**src/rtl/palette_pkg.sv**
```systemverilog
// ---------------------------------------------------------------------------
// palette_pkg
// Shared definitions for the palette colour mapper:
//   - rgb_t           : {r,g,b} colour record at the package channel width
//   - COL_* indices   : well-known palette slots (COL_BG is the blink background)
//   - default_level() : default palette expressed as per-channel levels
//                       (zero / half / max), so each module can scale the
//                       defaults to its own CHAN_W.
// ---------------------------------------------------------------------------
package palette_pkg;

  localparam int PAL_CHAN_W = 8;

  typedef struct packed {
    logic [PAL_CHAN_W-1:0] r;
    logic [PAL_CHAN_W-1:0] g;
    logic [PAL_CHAN_W-1:0] b;
  } rgb_t;

  localparam int COL_BG    = 0;
  localparam int COL_RED   = 1;
  localparam int COL_GREEN = 2;
  localparam int COL_BLUE  = 3;
  localparam int COL_OLIVE = 4;

  // Channel selectors for default_level()
  localparam int CH_R = 0;
  localparam int CH_G = 1;
  localparam int CH_B = 2;

  // Channel intensity levels of the default palette
  localparam logic [1:0] LVL_ZERO = 2'd0;
  localparam logic [1:0] LVL_HALF = 2'd1;
  localparam logic [1:0] LVL_MAX  = 2'd2;

  // Default palette: bg white, red, green, blue, olive, everything else white.
  function automatic logic [1:0] default_level(input int idx, input int ch);
    logic [1:0] lvl;
    lvl = LVL_MAX;
    case (idx)
      COL_RED:   lvl = (ch == CH_R) ? LVL_MAX : LVL_ZERO;
      COL_GREEN: lvl = (ch == CH_G) ? LVL_MAX : LVL_ZERO;
      COL_BLUE:  lvl = (ch == CH_B) ? LVL_MAX : LVL_ZERO;
      COL_OLIVE: lvl = (ch == CH_B) ? LVL_ZERO : LVL_HALF;
      default:   lvl = LVL_MAX;
    endcase
    return lvl;
  endfunction

endpackage

```
**src/rtl/palette_regfile.sv**
```systemverilog
// ---------------------------------------------------------------------------
// palette_regfile
// Double-buffered palette storage. Writes land in the shadow copy; the
// active copy (the one the pixel pipeline reads) is refreshed from the
// shadow in one shot on commit, so a frame never sees a half-written palette.
//
// Ports:
//   clk, rst_n   clock, asynchronous active-low reset (both copies -> defaults)
//   commit       frame-start pulse: active <= shadow, writes held off
//   wr_valid     write request
//   wr_ready     write accepted when wr_valid && wr_ready (low on commit)
//   wr_idx       entry to write
//   wr_rgb       {R,G,B} value to write
//   rd_idx       combinational read index into the active palette
//   rd_rgb       {R,G,B} of active[rd_idx]
// ---------------------------------------------------------------------------
module palette_regfile
  import palette_pkg::*;
#(
  parameter  int IDX_W      = 3,
  parameter  int CHAN_W     = 8,
  localparam int NUM_COLORS = 2 ** IDX_W,
  localparam int RGB_W      = 3 * CHAN_W
) (
  input  logic             clk,
  input  logic             rst_n,
  input  logic             commit,
  input  logic             wr_valid,
  output logic             wr_ready,
  input  logic [IDX_W-1:0] wr_idx,
  input  logic [RGB_W-1:0] wr_rgb,
  input  logic [IDX_W-1:0] rd_idx,
  output logic [RGB_W-1:0] rd_rgb
);

  function automatic logic [CHAN_W-1:0] level_value(input logic [1:0] lvl);
    logic [CHAN_W-1:0] max_v;
    logic [CHAN_W-1:0] val;
    max_v = {CHAN_W{1'b1}};
    case (lvl)
      LVL_MAX:  val = max_v;
      LVL_HALF: val = max_v >> 1;
      default:  val = '0;
    endcase
    return val;
  endfunction

  function automatic logic [RGB_W-1:0] default_entry(input int idx);
    return {level_value(default_level(idx, CH_R)),
            level_value(default_level(idx, CH_G)),
            level_value(default_level(idx, CH_B))};
  endfunction

  logic [NUM_COLORS-1:0][RGB_W-1:0] defaults;
  logic [RGB_W-1:0]                 shadow [NUM_COLORS];
  logic [RGB_W-1:0]                 active [NUM_COLORS];
  logic                             wr_fire;

  for (genvar gi = 0; gi < NUM_COLORS; gi++) begin : g_default
    assign defaults[gi] = default_entry(gi);
  end

  // The commit cycle refuses writes, so a shadow update and a commit never
  // coincide and the copy is always a consistent snapshot.
  assign wr_ready = ~commit;
  assign wr_fire  = wr_valid & wr_ready;

  always_ff @(posedge clk or negedge rst_n) begin
    if (!rst_n) begin
      for (int i = 0; i < NUM_COLORS; i++) begin
        shadow[i] <= defaults[i];
        active[i] <= defaults[i];
      end
    end else begin
      if (wr_fire) begin
        shadow[wr_idx] <= wr_rgb;
      end
      if (commit) begin
        for (int i = 0; i < NUM_COLORS; i++) begin
          active[i] <= shadow[i];
        end
      end
    end
  end

  assign rd_rgb = active[rd_idx];

endmodule

```
**src/rtl/palette_color_mapper.sv**
```systemverilog
// ---------------------------------------------------------------------------
// palette_color_mapper
// Converts a per-pixel colour index into registered VGA RGB through a
// run-time-programmable, double-buffered palette with per-index blinking.
// Two-stage pipeline: index in at cycle t, RGB out at cycle t+2, no stalls.
//
// Optional build macro: PALETTE_GRID_LINES_EN
//   defined   -> pixels on a CELL_SIZE grid line get every channel halved
//   undefined -> no grid logic, DrawX/DrawY/CELL_SIZE unused
//
// Ports:
//   Clk, Reset_n      pixel clock, asynchronous active-low reset
//   color             colour index of current pixel
//   DrawX, DrawY      current pixel coordinates (grid feature only)
//   pix_valid         1 = active video, 0 = blanking (output forced black)
//   frame_start       one-cycle pulse per frame: palette commit, blink step
//   blink_mask        per-index blink enable, latched on frame_start
//   pal_wr_valid/ready, pal_wr_idx, pal_wr_rgb   palette write handshake
//   VGA_R/G/B         registered colour outputs
// ---------------------------------------------------------------------------
module palette_color_mapper
  import palette_pkg::*;
#(
  parameter  int IDX_W        = 3,
  parameter  int CHAN_W       = 8,
  parameter  int BLINK_FRAMES = 16,
  parameter  int CELL_SIZE    = 16,
  localparam int NUM_COLORS   = 2 ** IDX_W
) (
  input  logic                  Clk,
  input  logic                  Reset_n,
  input  logic [IDX_W-1:0]      color,
  input  logic [9:0]            DrawX,
  input  logic [9:0]            DrawY,
  input  logic                  pix_valid,
  input  logic                  frame_start,
  input  logic [NUM_COLORS-1:0] blink_mask,
  input  logic                  pal_wr_valid,
  output logic                  pal_wr_ready,
  input  logic [IDX_W-1:0]      pal_wr_idx,
  input  logic [3*CHAN_W-1:0]   pal_wr_rgb,
  output logic [CHAN_W-1:0]     VGA_R,
  output logic [CHAN_W-1:0]     VGA_G,
  output logic [CHAN_W-1:0]     VGA_B
);

  localparam int              CNT_W    = (BLINK_FRAMES > 1) ? $clog2(BLINK_FRAMES) : 1;
  localparam logic [CNT_W-1:0] CNT_LAST = CNT_W'(BLINK_FRAMES - 1);
  localparam logic [IDX_W-1:0] BG_IDX   = IDX_W'(COL_BG);

  // ---------------- blink phase tracking ----------------
  logic [CNT_W-1:0]      frame_cnt;
  logic                  blink_hidden;
  logic [NUM_COLORS-1:0] mask_latched;

  always_ff @(posedge Clk or negedge Reset_n) begin
    if (!Reset_n) begin
      frame_cnt    <= '0;
      blink_hidden <= 1'b0;
      mask_latched <= '0;
    end else if (frame_start) begin
      mask_latched <= blink_mask;
      if (frame_cnt == CNT_LAST) begin
        frame_cnt    <= '0;
        blink_hidden <= ~blink_hidden;
      end else begin
        frame_cnt <= frame_cnt + 1'b1;
      end
    end
  end

  // ---------------- stage 1: index capture ----------------
  logic [IDX_W-1:0] s1_idx;
  logic             s1_valid;

  always_ff @(posedge Clk or negedge Reset_n) begin
    if (!Reset_n) begin
      s1_idx   <= '0;
      s1_valid <= 1'b0;
    end else begin
      s1_idx   <= color;
      s1_valid <= pix_valid;
    end
  end

  // ---------------- palette lookup ----------------
  logic [IDX_W-1:0]    lookup_idx;
  logic [3*CHAN_W-1:0] lookup_rgb;
  logic [3*CHAN_W-1:0] pix_rgb;

  // Hidden-phase blinking pixels show the background entry; the phase and
  // mask are sampled alongside the pixel in stage 2, so a pixel already in
  // flight when frame_start fires still uses the previous frame's settings.
  assign lookup_idx = (blink_hidden && mask_latched[s1_idx]) ? BG_IDX : s1_idx;

  palette_regfile #(
    .IDX_W  (IDX_W),
    .CHAN_W (CHAN_W)
  ) u_regfile (
    .clk      (Clk),
    .rst_n    (Reset_n),
    .commit   (frame_start),
    .wr_valid (pal_wr_valid),
    .wr_ready (pal_wr_ready),
    .wr_idx   (pal_wr_idx),
    .wr_rgb   (pal_wr_rgb),
    .rd_idx   (lookup_idx),
    .rd_rgb   (lookup_rgb)
  );

`ifdef PALETTE_GRID_LINES_EN
  // Coordinates ride along with the index so the grid stays pixel-aligned.
  logic [9:0] s1_x;
  logic [9:0] s1_y;
  logic       on_grid;

  always_ff @(posedge Clk or negedge Reset_n) begin
    if (!Reset_n) begin
      s1_x <= '0;
      s1_y <= '0;
    end else begin
      s1_x <= DrawX;
      s1_y <= DrawY;
    end
  end

  assign on_grid = ((int'(s1_x) % CELL_SIZE) == 0) || ((int'(s1_y) % CELL_SIZE) == 0);

  always_comb begin
    pix_rgb = lookup_rgb;
    if (on_grid) begin
      for (int c = 0; c < 3; c++) begin
        pix_rgb[c*CHAN_W +: CHAN_W] = lookup_rgb[c*CHAN_W +: CHAN_W] >> 1;
      end
    end
  end
`else
  logic            unused_draw;
  localparam int   UNUSED_CELL_SIZE = CELL_SIZE;
  assign unused_draw = ^{DrawX, DrawY};
  assign pix_rgb     = lookup_rgb;
`endif

  // ---------------- stage 2: registered output ----------------
  always_ff @(posedge Clk or negedge Reset_n) begin
    if (!Reset_n) begin
      VGA_R <= '0;
      VGA_G <= '0;
      VGA_B <= '0;
    end else if (!s1_valid) begin
      VGA_R <= '0;
      VGA_G <= '0;
      VGA_B <= '0;
    end else begin
      VGA_R <= pix_rgb[2*CHAN_W +: CHAN_W];
      VGA_G <= pix_rgb[1*CHAN_W +: CHAN_W];
      VGA_B <= pix_rgb[0*CHAN_W +: CHAN_W];
    end
  end

endmodule

```
**config.mk**
```make
export PLATFORM = sky130hd
export DESIGN_NAME = palette_color_mapper
export DESIGN_NICKNAME = d
export VERILOG_FILES = /design/src/rtl/palette_pkg.sv /design/src/rtl/palette_regfile.sv /design/src/rtl/palette_color_mapper.sv
export SDC_FILE = /design/constraint.sdc
export NUM_CORES = 1
export LEC_CHECK = 0
export ABC_AREA = 0
export BUFFER_PORTS_ARGS = -buffer_cell sky130_fd_sc_hd__buf_2
export CAP_MARGIN = 0
export CORE_AREA = 2 2 203 205
export CTS_CLUSTER_DIAMETER = 200
export DETAILED_ROUTE_END_ITERATION = 8
export DIE_AREA = 0 0 205 207
export GPL_TIMING_DRIVEN = 0
export PLACE_DENSITY = 0.71
export SETUP_SLACK_MARGIN = 0.15
export SYNTH_ARGS = -nofsm -noshare
export SYNTH_HDL_FRONTEND = slang
export SYNTH_SLANG_ARGS = --single-unit
```
**constraint.sdc**
```tcl
create_clock -name Clk -period 3.64 [get_ports Clk]
set_input_delay 0.546 -clock Clk [delete_from_list [all_inputs] [get_ports Clk]]
set_output_delay 0.546 -clock Clk [all_outputs]
set_load 0.01 [all_outputs]
```
**After elaboration in Yosys (flattened, before gate mapping)**

Cells that the tools add are included.

- Muxes and demuxes: 13
- Add/sub/neg operators: 1
- Bitwise gates (word level): 5
- Reductions and logical operators: 3
- Equality and inequality tests: 1
- Order comparisons: 4

Operator list:

| cell | number |
|---|---|
| bitwise mux 192 bit | 1 |
| binary-select mux 24 bit (select 3 bit) | 1 |
| demux 24 bit (select 3 bit) | 1 |
| 2-to-1 mux 24 bit | 3 |
| 2-to-1 mux 8 bit | 3 |
| greater-or-equal comparator 4 bit (second input constant) | 2 |
| inverter 3 -> 4 bit | 2 |
| adder 4 x 1 -> 4 bit (second input constant) | 1 |
| == test 4 bit (second input constant) | 1 |
| less-than comparator 3 x 4 -> 1 bit (second input constant) | 1 |
| less-than comparator 4 x 1 -> 1 bit (second input constant) | 1 |
| 2-to-1 mux 4 bit | 1 |
| binary-select mux 1 bit (select 3 bit) | 1 |
| 2-to-1 mux 3 bit | 1 |
| logical AND 1 bit | 2 |
| inverter 1 bit | 2 |
| AND reduction 2 bit | 1 |
| AND 1 bit | 1 |
| 2-to-1 mux 1 bit | 1 |

- Input port bits: 63
- Word-level logic and storage cells: 51
- Register bits: 425
- Output and inout port bits: 25

**Depth between registers and ports, before layout**

- Depth in word-level cells: 9
- Gate-level depth with buffers: 9
- Mapped depth without buffers: 5

**By module**

Synthesis repeated with hierarchy kept, for this count alone.

- Cell total of the unflattened synthesis: 1013
- Area, all modules: 17589.4 um^2

Modules (own cells, without submodules):

| module | cells an instance | area each (um^2) | seq. area each (um^2) | instances |
|---|---|---|---|---|
| palette_regfile | 908 | 16100.4 | 9944.5 | 1 |
| palette_color_mapper | 105 | 1488.9 | 1026.0 | 1 |

**Least setup slack after synthesis**

OpenSTA, ideal clock, no wires.

- Path kind: input-to-reg
- From: input frame_start
- To: register u_regfile.shadow[104] (netlist bit)
- Path slack: 1545 ps
- Cell stages on the path: 6
- Arrival: 1970 ps
- Library setup time: 125 ps
- Data required time: 3515 ps
- Buffers on the path: 2
- Cells stage by stage: clkbuf_1 > inv_1 > nand3_1 > nor3b_2 > buf_2 > mux2_2

- Cells in the longest elaborated chain, start to end: 2

RTL lines:

| item | line | source |
|---|---|---|
| start: declaration | palette_color_mapper.sv:36 | `input logic frame_start,` |
| inverter 1 bit | palette_regfile.sv:65 | `assign wr_ready = ~commit;` |
| via pal_wr_ready | palette_color_mapper.sv:39 | `output logic pal_wr_ready,` |
| AND 1 bit | palette_regfile.sv:66 | `assign wr_fire = wr_valid & wr_ready;` |
| end signal: indexed assignment | palette_regfile.sv:71 | `shadow[i] <= defaults[i];` |
| end signal: indexed assignment | palette_regfile.sv:76 | `shadow[wr_idx] <= wr_rgb;` |
| end: declaration | palette_regfile.sv:55 | `logic [RGB_W-1:0] shadow [NUM_COLORS];` |

The timed path passes the listed nets, and every way through them passes these cells.
A chain may end at the register's enable or synchronous reset.

**Worst setup path in the final report**

- From: register s1_idx[1]
- To: register VGA_B[2]

- Cells in the longest elaborated chain, start to end: 9

RTL lines:

| item | line | source |
|---|---|---|
| start: declaration | palette_color_mapper.sv:73 | `logic [IDX_W-1:0] s1_idx;` |
| start signal: assignment | palette_color_mapper.sv:81 | `s1_idx <= color;` |
| binary-select mux 1 bit (select 3 bit) | palette_color_mapper.sv:94 | `assign lookup_idx = (blink_hidden && mask_latched[s1_idx]) ? BG_IDX : s1_idx;` |
| 2-to-1 mux 1 bit (not written as such) | palette_color_mapper.sv:94 |  |
| logical AND 1 bit | palette_color_mapper.sv:94 |  |
| 2-to-1 mux 3 bit (*) | palette_color_mapper.sv:94 |  |
| inverter 3 -> 4 bit (not written as such) (*) | palette_regfile.sv:86 | `assign rd_rgb = active[rd_idx];` |
| binary-select mux 24 bit (select 3 bit) (*) | palette_regfile.sv:86 |  |
| 2-to-1 mux 24 bit (not written as such) (*) (2 in a row) | palette_regfile.sv:86 |  |
| 2-to-1 mux 8 bit (*) | palette_color_mapper.sv:150 | `end else if (!s1_valid) begin` |
| end signal: assignment | palette_color_mapper.sv:157 | `VGA_B <= pix_rgb[0*CHAN_W +: CHAN_W];` |
| end: declaration | palette_color_mapper.sv:44 | `output logic [CHAN_W-1:0] VGA_B` |

Mark *: on every way between the ends. The rest lies on a longest branch, timed or not. The select of a mux whose other input is x is not followed.

==> summary.md <==
| Metric | Value |
|---|---|
| Status | completed |
| Slew headroom | 30.7% |
| Final WL | 43700 um |
| RSZ-0062 raised after global routing | no |
| Fin crit period | 2730 ps |
| Req. time, crit path | 4080 ps |
| Least-Margin Pin Slew | 1040 ps |
| Reg clk slew, reported paths | 60 ps |
| PortBufs | 65 |
| Reg area | 0.0109 mm2 |
| I/O pin count | 88 |
| Total Routing Usage GR | 20.8% |
| Post-synth EDFFs | 0 |
| Clock Skew | 10.2 ps |
| Via/cell ratio | 5.72 |
| Post-CTS Setup Bufs | 0 |
| Fillers | 3428 |
| Nets | 1344 |
| Setup TNS | 0 ps |
| Drt pass-1 iters | 5 |
| Yosys warns | 0 |
| CTS tree | yes |
| Die ar. | 0.0424 mm2 |
| Setup CP Type | reg -> reg |
| Share of layout cells above drive strength 1 | 65.9% |
| Synth Net Count | 1230 |
| Hold-fix buffers at CTS | 0 |
| Routability cong. | 0.809 |
| Num rows | 74 |
| Power, Total | 14.1 mW |
| Effective utilization at floorplan | 44.5% |
| Ys async rst share | 100% |
| Antenna violations before repair | 0 |
| Grt total ovfl | 0 |
| Die height | 207 um |
| Crit share post-route | 75.1% |
| Largest cells by area after synthesis | dfstp_2, mux2_2, dfrtp_1, mux2i_1, nor4b_2 |
| CP max FO | 10 |
| Routed Antenna Nets | 0 |
| H-tree depth | 2 |
| Peak Freq | 366 MHz |
| DRC | 0 |
| Final Hold Fails | 0 |
| LEAKAGE | 8.30 nW |
| Largest net degree at the start of global routing | 127 |
| Vias in the first global route | 11063 |
| Peak supply drop | 0.301 mV |
| Die W | 205 um |
| CTS root buf | clkbuf_16 |
| Hold Crit Class | in -> async |
| Distinct cells, synth | 40 |
| Core ar. | 0.0404 mm2 |
| # clock sinks | 424 |
| Setup-failing EPs final | 0 |
| Crit. End Element | flip-flop |
| Post-synthesis sequential area ratio | 60.9% |
| Synth Instances | 1166 |
| Avg Synthesized Cell Area | 15.4 um2 |
| Area of the multi-input gates | 0.00661 mm2 |
| DP HPWL | 28500 um |
| Post-Syn Area | 0.0180 mm2 |
| Final Max Tran Viols | 0 |
| Cts bufs inserted | 44 |
| WL/cell | 23.7 um |
| Worst Path Arrival | 3180 ps |
| Share of the synthesized area in the top cell type | 39.2% |
| DR iter-0 viols | 648 |
| #FFs+latches synth | 424 |
| Top FF cell, synth | dfstp_2 |
| First-pass GRT wire length | 66700 um |
| Clk Latency, worst-skew pair | 560 ps |
| Area delta synth->final | 14.2% |
| Post-cts resize count | 0 |
| N_diodes | 0 |
| CTS Buffer Depth | 3 |
| DR vias | 10562 |
| PwrDens | 686 mW/mm2 |
| Startpoint types | flip-flop |
| Max cap viols | 0 |
| Leading area contributor after synthesis | dfstp_2 |
path summary, 6_finish.rpt:
path / start / end / slack, ps / cells after the start
hold / removal: Reset_n / u_regfile.shadow[137] / 60 / 1
max in group asynchronous: Reset_n / u_regfile.active[101] / 2110 / 3
setup / recovery: s1_idx[1] / VGA_B[2] / 910 / 7
setup reg to reg: s1_idx[1] / VGA_B[2] / 910 / 7
hold reg to reg: u_regfile.shadow[140] / u_regfile.active[140] / 500 / 1
min in group Clk: pix_valid / s1_valid / 90 / 1
cell families (layout without fill, tap and decap cells):
group	count (synthesis)	count (layout)	synth area share, %
buffers and inverters	89	239	2.35
AO/OA/AOI/OAI	110	110	4.79
multiplexers	444	444	27.5
adder cells (fa/ha/maj)	1	1	0.0696
flip-flops	424	424	60.9
XOR/XNOR	2	2	0.0974
AND/OR/NAND/NOR	96	96	4.30
routing by layer:
layer  part of all wire, %  track usage, %  up-vias
li1                      -               -     4582
met1                    45            28.7     5652
met2                    47            33.3      251
met3                   5.3            4.11       77
met4                   2.6            6.35        0
met5                     0               0        -
where the power goes:
| part | switching [mW] | internal (mW) |
|---|---|---|
| registers | 0.607 | 6.47 |
| clock network | 1.85 | 2.66 |
| logic | 1.20 | 1.30 |
| total | 3.66 | 10.4 |
critical path, stage by stage, from the launching register on:
cell and delay, ps:
dfrtp_1 380, clkbuf_1 330, nor3_1 100, a31o_2 240, o31ai_1 340, clkbuf_1 710, a221oi_1 210, o221ai_1 300
cell type report:
| class | instances | share of cell area [%] |
|---|---|---|
| flip-flops and latches | 424 | 53.3 |
| multi-input cells | 653 | 32.2 |
| clock buffers | 63 | 6.40 |
| well taps | 532 | 3.24 |
| repair buffers | 68 | 2.03 |
| plain buffers | 87 | 2.02 |
| clock inverters | 19 | 0.798 |
| inverters | 2 | 0.0365 |
synth_stat cells (2+ instances only):
library cell  count
buf_4             3
dfstp_2         268
nand2_1          31
o221ai_1         24
nor4b_2          20
a221oi_1         24
a211oi_1         24
a31oi_1          24
o31ai_1           2
mux2i_1          49
a21oi_1           2
clkbuf_1         52
xnor2_1           2
mux2_2          394
nor3_1            2
nor4b_1          28
nor2_1            3
buf_6             6
o21ai_0           2
buf_2            26
dfrtp_1         156
nand3b_1          2
nor2b_1           2
nand4_1           3
nor3b_2           2
layout by cell type, fill, tap and decap left out, types with 3 or more instances in the layout:
master / instances
clkbuf_1: 58
buf_4: 3
nand2_1: 31
mux2i_1: 49
dfrtp_1: 156
nor4b_2: 20
a31oi_1: 24
buf_2: 90
clkbuf_8: 12
nor4b_1: 28
dfstp_2: 268
clkbuf_16: 45
o221ai_1: 24
nor2_1: 3
a211oi_1: 24
buf_16: 3
mux2_2: 394
a221oi_1: 24
nand4_1: 3
clkinv_2: 10
buf_6: 6
sequential cells by signal (all words and copies together), names as in the netlist:
| signal | count |
|---|---|
| VGA_R | 8 |
| u_regfile.shadow | 192 |
| VGA_G | 8 |
| s1_valid | 1 |
| frame_cnt | 4 |
| u_regfile.active | 192 |
| s1_idx | 3 |
| blink_hidden | 1 |
| mask_latched | 7 |
| VGA_B | 8 |
through the flow:
stage                     setup slack, ps  cells  util (%)  hold WS [ps]  cell area, um2
after detailed placement              677   1766      47.2           488           19100
final                                 907   1848      50.9          55.9           20500
after global placement              -5840   1763      47.0           480           19000
after global routing                  877   1848      50.9          74.7           20500
after CTS                             969   1848      50.9          73.3           20500
after floorplan                      1540   1166         -           250           18000
(Power assumes the default switching activity.)
